[src/rtl/alu_seq_pkg.sv]
// ---------------------------------------------------------------------------
// alu_seq_pkg
// Shared definitions for alu_slice_sequencer:
//   - opcode encodings driven onto the 2-bit ALU slice S input
//   - sequencer FSM state encodings (ST_CAPT is reached only when
//     ALU_SEQ_SETTLE_EN is defined)
// ---------------------------------------------------------------------------
package alu_seq_pkg;

  localparam logic [1:0] OP_ADD  = 2'b00;
  localparam logic [1:0] OP_XOR  = 2'b01;
  localparam logic [1:0] OP_AND  = 2'b10;
  localparam logic [1:0] OP_PASS = 2'b11;

  typedef enum logic [1:0] {
    ST_IDLE = 2'b00,
    ST_RUN  = 2'b01,
    ST_CAPT = 2'b10
  } state_t;

endpackage

[src/rtl/alu_slice_sequencer.sv]
// ---------------------------------------------------------------------------
// alu_slice_sequencer
// Runs a WIDTH-bit ALU operation through one external combinational 2-bit
// cascadable ALU slice, two bits per pass, LSB pair first. The carry is
// chained between passes through r_carry, and the zero flag is accumulated
// across passes.
//
// Optional build macro: ALU_SEQ_SETTLE_EN
//   defined   : each pass is two cycles (RUN = drive, CAPT = capture), which
//               gives the slice a full extra cycle to settle.
//   undefined : one cycle per pass.
//
// Ports:
//   clk, rst_n          clock, asynchronous active-low reset
//   start, op, a, b, cin request handshake and operands (sampled when idle)
//   busy                operation in progress
//   done                one-cycle completion pulse
//   result, cout, v, z  full-width result and flags, held until next done
//   slice_a/b/s/ci      drives to the external slice (0 when idle)
//   slice_r/co/v/z      returns from the external slice
// ---------------------------------------------------------------------------
module alu_slice_sequencer
  import alu_seq_pkg::*;
#(
  parameter int WIDTH = 8
) (
  input  logic             clk,
  input  logic             rst_n,
  input  logic             start,
  input  logic [1:0]       op,
  input  logic [WIDTH-1:0] a,
  input  logic [WIDTH-1:0] b,
  input  logic             cin,
  output logic             busy,
  output logic             done,
  output logic [WIDTH-1:0] result,
  output logic             cout,
  output logic             v,
  output logic             z,
  output logic [1:0]       slice_a,
  output logic [1:0]       slice_b,
  output logic [1:0]       slice_s,
  output logic             slice_ci,
  input  logic [1:0]       slice_r,
  input  logic             slice_co,
  input  logic             slice_v,
  input  logic             slice_z
);

  localparam int N     = WIDTH / 2;
  localparam int IDX_W = (N > 1) ? $clog2(N) : 1;

  state_t           r_state;
  state_t           w_state_nxt;
  logic [IDX_W-1:0] r_idx;
  logic [WIDTH-1:0] r_a;
  logic [WIDTH-1:0] r_b;
  logic [1:0]       r_op;
  logic             r_carry;
  logic             r_zacc;
  logic [WIDTH-1:0] r_shadow;
  logic [WIDTH-1:0] w_shadow_nxt;
  logic [WIDTH-1:0] r_result;
  logic             r_done;
  logic             r_cout;
  logic             r_v;
  logic             r_z;
  logic [IDX_W:0]   w_pos;
  logic             w_accept;
  logic             w_capt;
  logic             w_last;

  // Bit position of the current pair within the operands.
  assign w_pos    = {r_idx, 1'b0};
  assign w_accept = (r_state == ST_IDLE) && start;

`ifdef ALU_SEQ_SETTLE_EN
  assign w_capt = (r_state == ST_CAPT);
`else
  assign w_capt = (r_state == ST_RUN);
`endif

  assign w_last = w_capt && (r_idx == IDX_W'(N - 1));

  // Shadow with the pair returned by the slice this cycle merged in; this is
  // also what becomes the result on the final pass.
  always_comb begin
    w_shadow_nxt               = r_shadow;
    w_shadow_nxt[w_pos +: 2]   = slice_r;
  end

  // FSM: state register
  always_ff @(posedge clk or negedge rst_n) begin
    if (!rst_n) r_state <= ST_IDLE;
    else        r_state <= w_state_nxt;
  end

  // FSM: next state
  always_comb begin
    w_state_nxt = r_state;
    case (r_state)
      ST_IDLE: if (start) w_state_nxt = ST_RUN;
`ifdef ALU_SEQ_SETTLE_EN
      ST_RUN:  w_state_nxt = ST_CAPT;
`else
      ST_RUN:  if (w_last) w_state_nxt = ST_IDLE;
`endif
      ST_CAPT: w_state_nxt = w_last ? ST_IDLE : ST_RUN;
      default: w_state_nxt = ST_IDLE;
    endcase
  end

  // FSM: outputs. Slice inputs are forced to 0 while idle.
  always_comb begin
    busy     = (r_state != ST_IDLE);
    slice_a  = 2'b00;
    slice_b  = 2'b00;
    slice_s  = 2'b00;
    slice_ci = 1'b0;
    if (r_state != ST_IDLE) begin
      slice_a  = r_a[w_pos +: 2];
      slice_b  = r_b[w_pos +: 2];
      slice_s  = r_op;
      slice_ci = r_carry;
    end
  end

  // Operand latch, pass counter, carry chain and result capture.
  always_ff @(posedge clk or negedge rst_n) begin
    if (!rst_n) begin
      r_idx    <= '0;
      r_a      <= '0;
      r_b      <= '0;
      r_op     <= OP_ADD;
      r_carry  <= 1'b0;
      r_zacc   <= 1'b0;
      r_shadow <= '0;
      r_result <= '0;
      r_done   <= 1'b0;
      r_cout   <= 1'b0;
      r_v      <= 1'b0;
      r_z      <= 1'b0;
    end else begin
      r_done <= w_last;
      if (w_accept) begin
        r_a     <= a;
        r_b     <= b;
        r_op    <= op;
        r_idx   <= '0;
        // Carry-in only has meaning for ADD; other ops see Ci = 0.
        r_carry <= (op == OP_ADD) ? cin : 1'b0;
        r_zacc  <= 1'b1;
      end else if (w_capt) begin
        r_shadow <= w_shadow_nxt;
        r_carry  <= slice_co;
        r_zacc   <= r_zacc & slice_z;
        r_idx    <= w_last ? '0 : r_idx + IDX_W'(1);
      end
      if (w_last) begin
        r_result <= w_shadow_nxt;
        r_cout   <= slice_co;
        r_v      <= slice_v;
        r_z      <= r_zacc & slice_z;
      end
    end
  end

  assign done   = r_done;
  assign result = r_result;
  assign cout   = r_cout;
  assign v      = r_v;
  assign z      = r_z;

endmodule

[config.mk]
export PLATFORM = sky130hd
export DESIGN_NAME = alu_slice_sequencer
export DESIGN_NICKNAME = d
export VERILOG_FILES = /design/src/rtl/alu_seq_pkg.sv /design/src/rtl/alu_slice_sequencer.sv
export SDC_FILE = /design/constraint.sdc
export NUM_CORES = 1
export LEC_CHECK = 0
export BUFFER_PORTS_ARGS = -buffer_cell sky130_fd_sc_hd__buf_4
export CORE_ASPECT_RATIO = 1.75
export CORE_UTILIZATION = 40
export CTS_CLUSTER_DIAMETER = 30
export DETAILED_ROUTE_END_ITERATION = 7
export GPL_ROUTABILITY_DRIVEN = 0
export RECOVER_POWER = 100
export SLEW_MARGIN = 25
export SYNTH_ARGS = -nofsm -noshare
export SYNTH_HDL_FRONTEND = slang
export SYNTH_SLANG_ARGS = --single-unit
[constraint.sdc]
create_clock -name clk -period 4.8 [get_ports clk]
set_clock_uncertainty 0.05 [all_clocks]
set_input_delay 0.48 -clock clk [delete_from_list [all_inputs] [get_ports clk]]
set_output_delay 0.48 -clock clk [all_outputs]
set_load 0.03 [all_outputs]
-- After elaboration in Yosys (flattened, before gate mapping)
Index checks and enable logic that the tools add are counted.
- output and inout port bits: 20
- input bits: 27
- word-level logic and storage cells: 51
- bits in registers: 44
- muxes and demuxes: 17
- $add $sub $neg: 2
- shifts and indexed selects: 4
- equal/unequal tests: 5
- bitwise operators: 2
- reductions and logical operators: 8
- operator list (operator ; count):
    2-bit 2-to-1 mux ; 8
    8-bit by 4-bit indexed part select with 2-bit output ; 2
    8-bit bitwise mux ; 1
    2-bit by 5-bit variable shift with 8-bit output, first input constant ; 1
    2-bit by 5-bit indexed part select with 8-bit output ; 1
    1-bit 2-to-1 mux ; 7
    2-bit one-hot mux with 3 select lines ; 1
    3-bit negation with 5-bit output ; 1
    2-bit == test, second input constant ; 2
    2-bit logical NOT ; 2
    2-bit AND reduction ; 2
    2-bit nonzero test ; 2
    2-bit by 1-bit adder with 2-bit output, second input constant ; 1
    2-bit by 1-bit == test with 1-bit output, second input constant ; 1
    1-bit logical AND ; 2
    2-bit by 1-bit inequality test with 1-bit output, second input constant ; 1
    2-bit inequality test, second input constant ; 1
    1-bit bitwise AND ; 1
    1-bit NOT ; 1

-- Longest topological paths before layout
- depth after elaboration: 5
- mapped depth: 6
- gate-level depth less buffers: 5

-- Least setup slack after synthesis
No wires, ideal clock.
- path type: reg-to-output
- from: register r_idx[0]
- to: output port slice_a[0]
- required time: 4270 ps
- path buffers: 1
- stages on the path, launching flop included: 4
- arrival time: 1279 ps
- setup slack: 2991 ps
- cell sequence: dfrtp_1 > buf_6 > mux4_1 > and2_1
- cells in the longest elaborated chain, start to end: 2
- ends and longest elaborated chain (item ; line ; RTL):
    start: declaration ; alu_slice_sequencer.sv:55 ; logic [IDX_W-1:0] r_idx;
    start signal: assignment ; alu_slice_sequencer.sv:157 ; r_idx <= w_last ? '0 : r_idx + IDX_W'(1);
    8-bit by 4-bit indexed part select with 2-bit output ; alu_slice_sequencer.sv:121 ; slice_a = r_a[w_pos +: 2];
    2-bit 2-to-1 mux ; alu_slice_sequencer.sv:120 ; if (r_state != ST_IDLE) begin
    end: declaration ; alu_slice_sequencer.sv:40 ; output logic [1:0] slice_a,
No other way between the ends.

-- Worst setup path after layout
- from: register r_state[0]
- to: register r_a[2]
- cells in the longest elaborated chain, start to end: 2
- ends and longest elaborated chain (item ; line ; RTL):
    start: declaration ; alu_slice_sequencer.sv:53 ; state_t r_state;
    start signal: assignment ; alu_slice_sequencer.sv:95 ; else r_state <= w_state_nxt;
    2-bit logical NOT ; alu_slice_sequencer.sv:75 ; assign w_accept = (r_state == ST_IDLE) && start;
    1-bit logical AND ; alu_slice_sequencer.sv:75 ;
    end signal: assignment ; alu_slice_sequencer.sv:132 ; r_a <= '0;
    end signal: assignment ; alu_slice_sequencer.sv:146 ; r_a <= a;
    end: declaration ; alu_slice_sequencer.sv:56 ; logic [WIDTH-1:0] r_a;
No other way between the ends.
A chain may end at the register's enable or synchronous reset.

==> results.yml <==
run_status:
  run_status: "finished, violations left"
  violations_in_the_final_reports: "capacitance limit, slew limit"
sta:
  relSlewSlack_pct: -43.71
  slew_violations: 42
  final_period_minus_worst_setup_slack_ns: 2.481
  finalSetupTns_ns: 0
  final-hold-violation-count: 0
  timing.final.setup_violations: 0
  timing_worst_slew_pin_value_ns: 2.156
  finalCritPeriodShare_pct: 51.68
  max_freq_mhz: 403.1
  setup_repair_after_global_routing_missed_its_margin: "no"
  setup_ws_ns: 2.319
synth:
  synth_warnings: 0
  synthArstFlopShare_pct: 100.0
  post_synth_num_cell_types: 35
  synth_common_cells: "41 x dfrtp_1, 21 x nand2_1, 10 x mux2_4, 9 x nor2_1, 8 x mux2_2"
  synth_edf_count: 0
  synthMostInstantiatedCell: "dfrtp_1"
  synth_top_area_cell: "dfrtp_1"
  yosys_most_used_dff: "dfrtp_1"
  synth_fp_nets: 193
  synth_top_area_share_pct: 51.57
  postSynthCellCount: 161
  synthesis.area_um2: 1989
  seq_area_frac_synth_pct: 51.57
  post_synth.cell_area_avg_um2: 12.36
  synth.ff_latch_count: 41
  netlist_top_cells_area: "dfrtp_1 52%, mux2_4 7.5%, mux4_1 5.3%"
cells_and_area:
  fin_util_pct: 49.80
  multi_input_comb_area_um2: 839.6
  sequential_cell_area_um2: 1026
  finish.net_count: 239
  fillerInstances: 459
  final_layout_size_suffix_gt1_share_pct: 25.48
  area_growth_pct: 18.87
  antenna-diode-count: 0
  stdcell_count: 260
grt:
  gr-usage-all-layers_pct: 15.75
  initial_antenna_violation_count: 0
  first_global_vias: 1486
  global_route.overflow_total: 0
  grt_pass1_wl_um: 6513
  grt_max_degree: 42
place:
  dp_slack_ns: 2.553
  detailedPlacementHpwl_um: 2852
  numPlacedInstances: 252
  port_buffers: 46
cts:
  insertion_delay_to_the_later_sink_of_the_worst_skew_pair_ns: 0.29
  h-tree-depth: 2
  postCtsResizedCells: 0
  post_cts_buffers: 0
  clk_transition_reported_paths_ns: 0.08
  cts_buffer_depth: 2
  clock-sinks: 41
  hold_buffers: 0
  cts.root.buffer_cell: "clkbuf_8"
  tritoncts_clock_tree: "built"
  clock_buffers_created_by_tritoncts: 5
detailed_routing:
  route.detailed.vias_per_inst: 5.358
  post_drt_wl_per_cell_um: 14.91
  firstDrtPassIters: 4
  vias_after_detailed_routing: 1393
  dr.first_iter.drc_count: 25
  drc: 0
  route.antenna.remaining_nets: 0
  drt-total-wl_um: 3877
critical_path:
  worstReg2RegStart: "r_state[0]"
  setup.worst_path.start_class: "register"
  cp_data_required_time_ns: 4.92
  reg2reg_setup_slack_ns: 2.32
  startpoint: "r_state[0]"
  r2r-end: "r_a[2]"
  cp_data_arrival_time_ns: 2.60
  end_kind: "register"
  reg2reg_depth: 2
  critPathMaxFanout: 24
  crit_type: "reg -> reg"
floorplan:
  rows: 33
  die_height_um: 95.30
  die_area_um2: 5271
  floorplan.core_area_um2: 4748
  initial_core_util_pct: 41.90
  die_width_um: 55.31
  ios: 47
pwr:
  power.ir.vdd_worst_v: 0.0004155
  power_leakage_nw: 1.107
  total_chip_power_mw: 1.761
  internal_power_mw: 1.047
  clock_power_share_pct: 18.3
  power.sequential.fraction_pct: 36.4
  net-switching-power_mw: 0.7144
  power-per-cell-area_nw_per_um2: 744.7
  swShare_pct: 40.57
  comb_power_share_pct: 45.3
hold_path:
  end_point_of_the_worst_hold_path: "v"
  hold_path.class: "in -> reg"
  holdCritStartpoint: "slice_v"
  hold-path-cell-count: 3
job:
  maxCapViolCount: 1
==> cell usage in the layout (no fill, tap or decap), drive strengths merged, types with 2 or more instances in the layout <==
cell type	synthesis	final
buf	4	29
a21oi	6	6
nor4b	2	2
mux4	4	4
a31oi	2	2
mux2	18	18
dfrtp	41	41
nand2b	3	3
o22ai	3	3
nor2b	3	3
ha	5	5
o21ai	7	7
nor2	9	9
nand2	22	22
and2	7	7
nor4	2	2
o22a	2	2
and4bb	2	2
bufinv	0	2
clkbuf	3	22
a21o	4	4
inv	5	5
==> metrics by stage <==
stage / instance area [um2] / hold WS, ns
after floorplan: 1989 / 0.1344
after global placement: 2356 / 0.4088
after detailed placement: 2356 / 0.4139
after CTS: 2490 / 0.1201
after global routing: 2365 / 0.3480
final: 2365 / 0.3307
==> state kept, by name (all words and copies together), names as in the netlist, 2 cells and up <==
register and cells:
result 8, r_shadow 6, r_op 2, r_idx 2, r_a 8, r_b 8
==> worst max path at each step <==
stage / to / cells after the start
floorplan: slice_a[0] / 3
global placement: r_a[3] / 2
detailed placement: r_a[2] / 2
CTS: slice_b[0] / 3
global route: r_a[7] / 2
finish: r_a[2] / 2
==> area by class of cell <==
class / count / share of cell area, %
clock buffers: 5 / 2.910
clock inverters: 3 / 2.751
inverters: 5 / 0.7937
multi-input cells: 108 / 35.50
flip-flops and latches: 41 / 43.39
well taps: 52 / 2.751
repair buffers: 46 / 11.90
==> metal layers <==
metal	wire length [um]	vias to the layer above	share of wire, %	GRT usage (%)
li1	-	657	-	-
met1	1500	692	39	16.53
met2	2166	40	56	29.62
met3	176	4	4.5	4.071
met4	33	0	0.85	6.250
met5	0	-	0	0
==> worst max-delay path: stages, from the launching register on <==
cell and delay, ns:
dfrtp_1 0.64, nor2b_1 1.23, mux2_2 0.44
==> kinds of logic (layout without fill, tap and decap cells) <==
logic type | after synthesis | in the layout | synth area share (%)
simple gates | 55 | 55 | 16.54
mux | 23 | 23 | 17.86
flops | 41 | 41 | 51.57
compound gates | 25 | 25 | 7.610
buf+inv | 12 | 59 | 3.270
fa+ha+maj | 5 | 5 | 3.145
==> power by group through the flow <==
stage | combinational, mW | sequential, mW | clock [mW]
finish | 0.798 | 0.641 | 0.322
floorplan | 0.605 | 0.698 | 0
global placement | 0.906 | 0.644 | 0
detailed placement | 0.925 | 0.657 | 0
CTS | 0.930 | 0.652 | 0.333
global route | 0.871 | 0.667 | 0.343
Power figures use the tool's default switching activity.
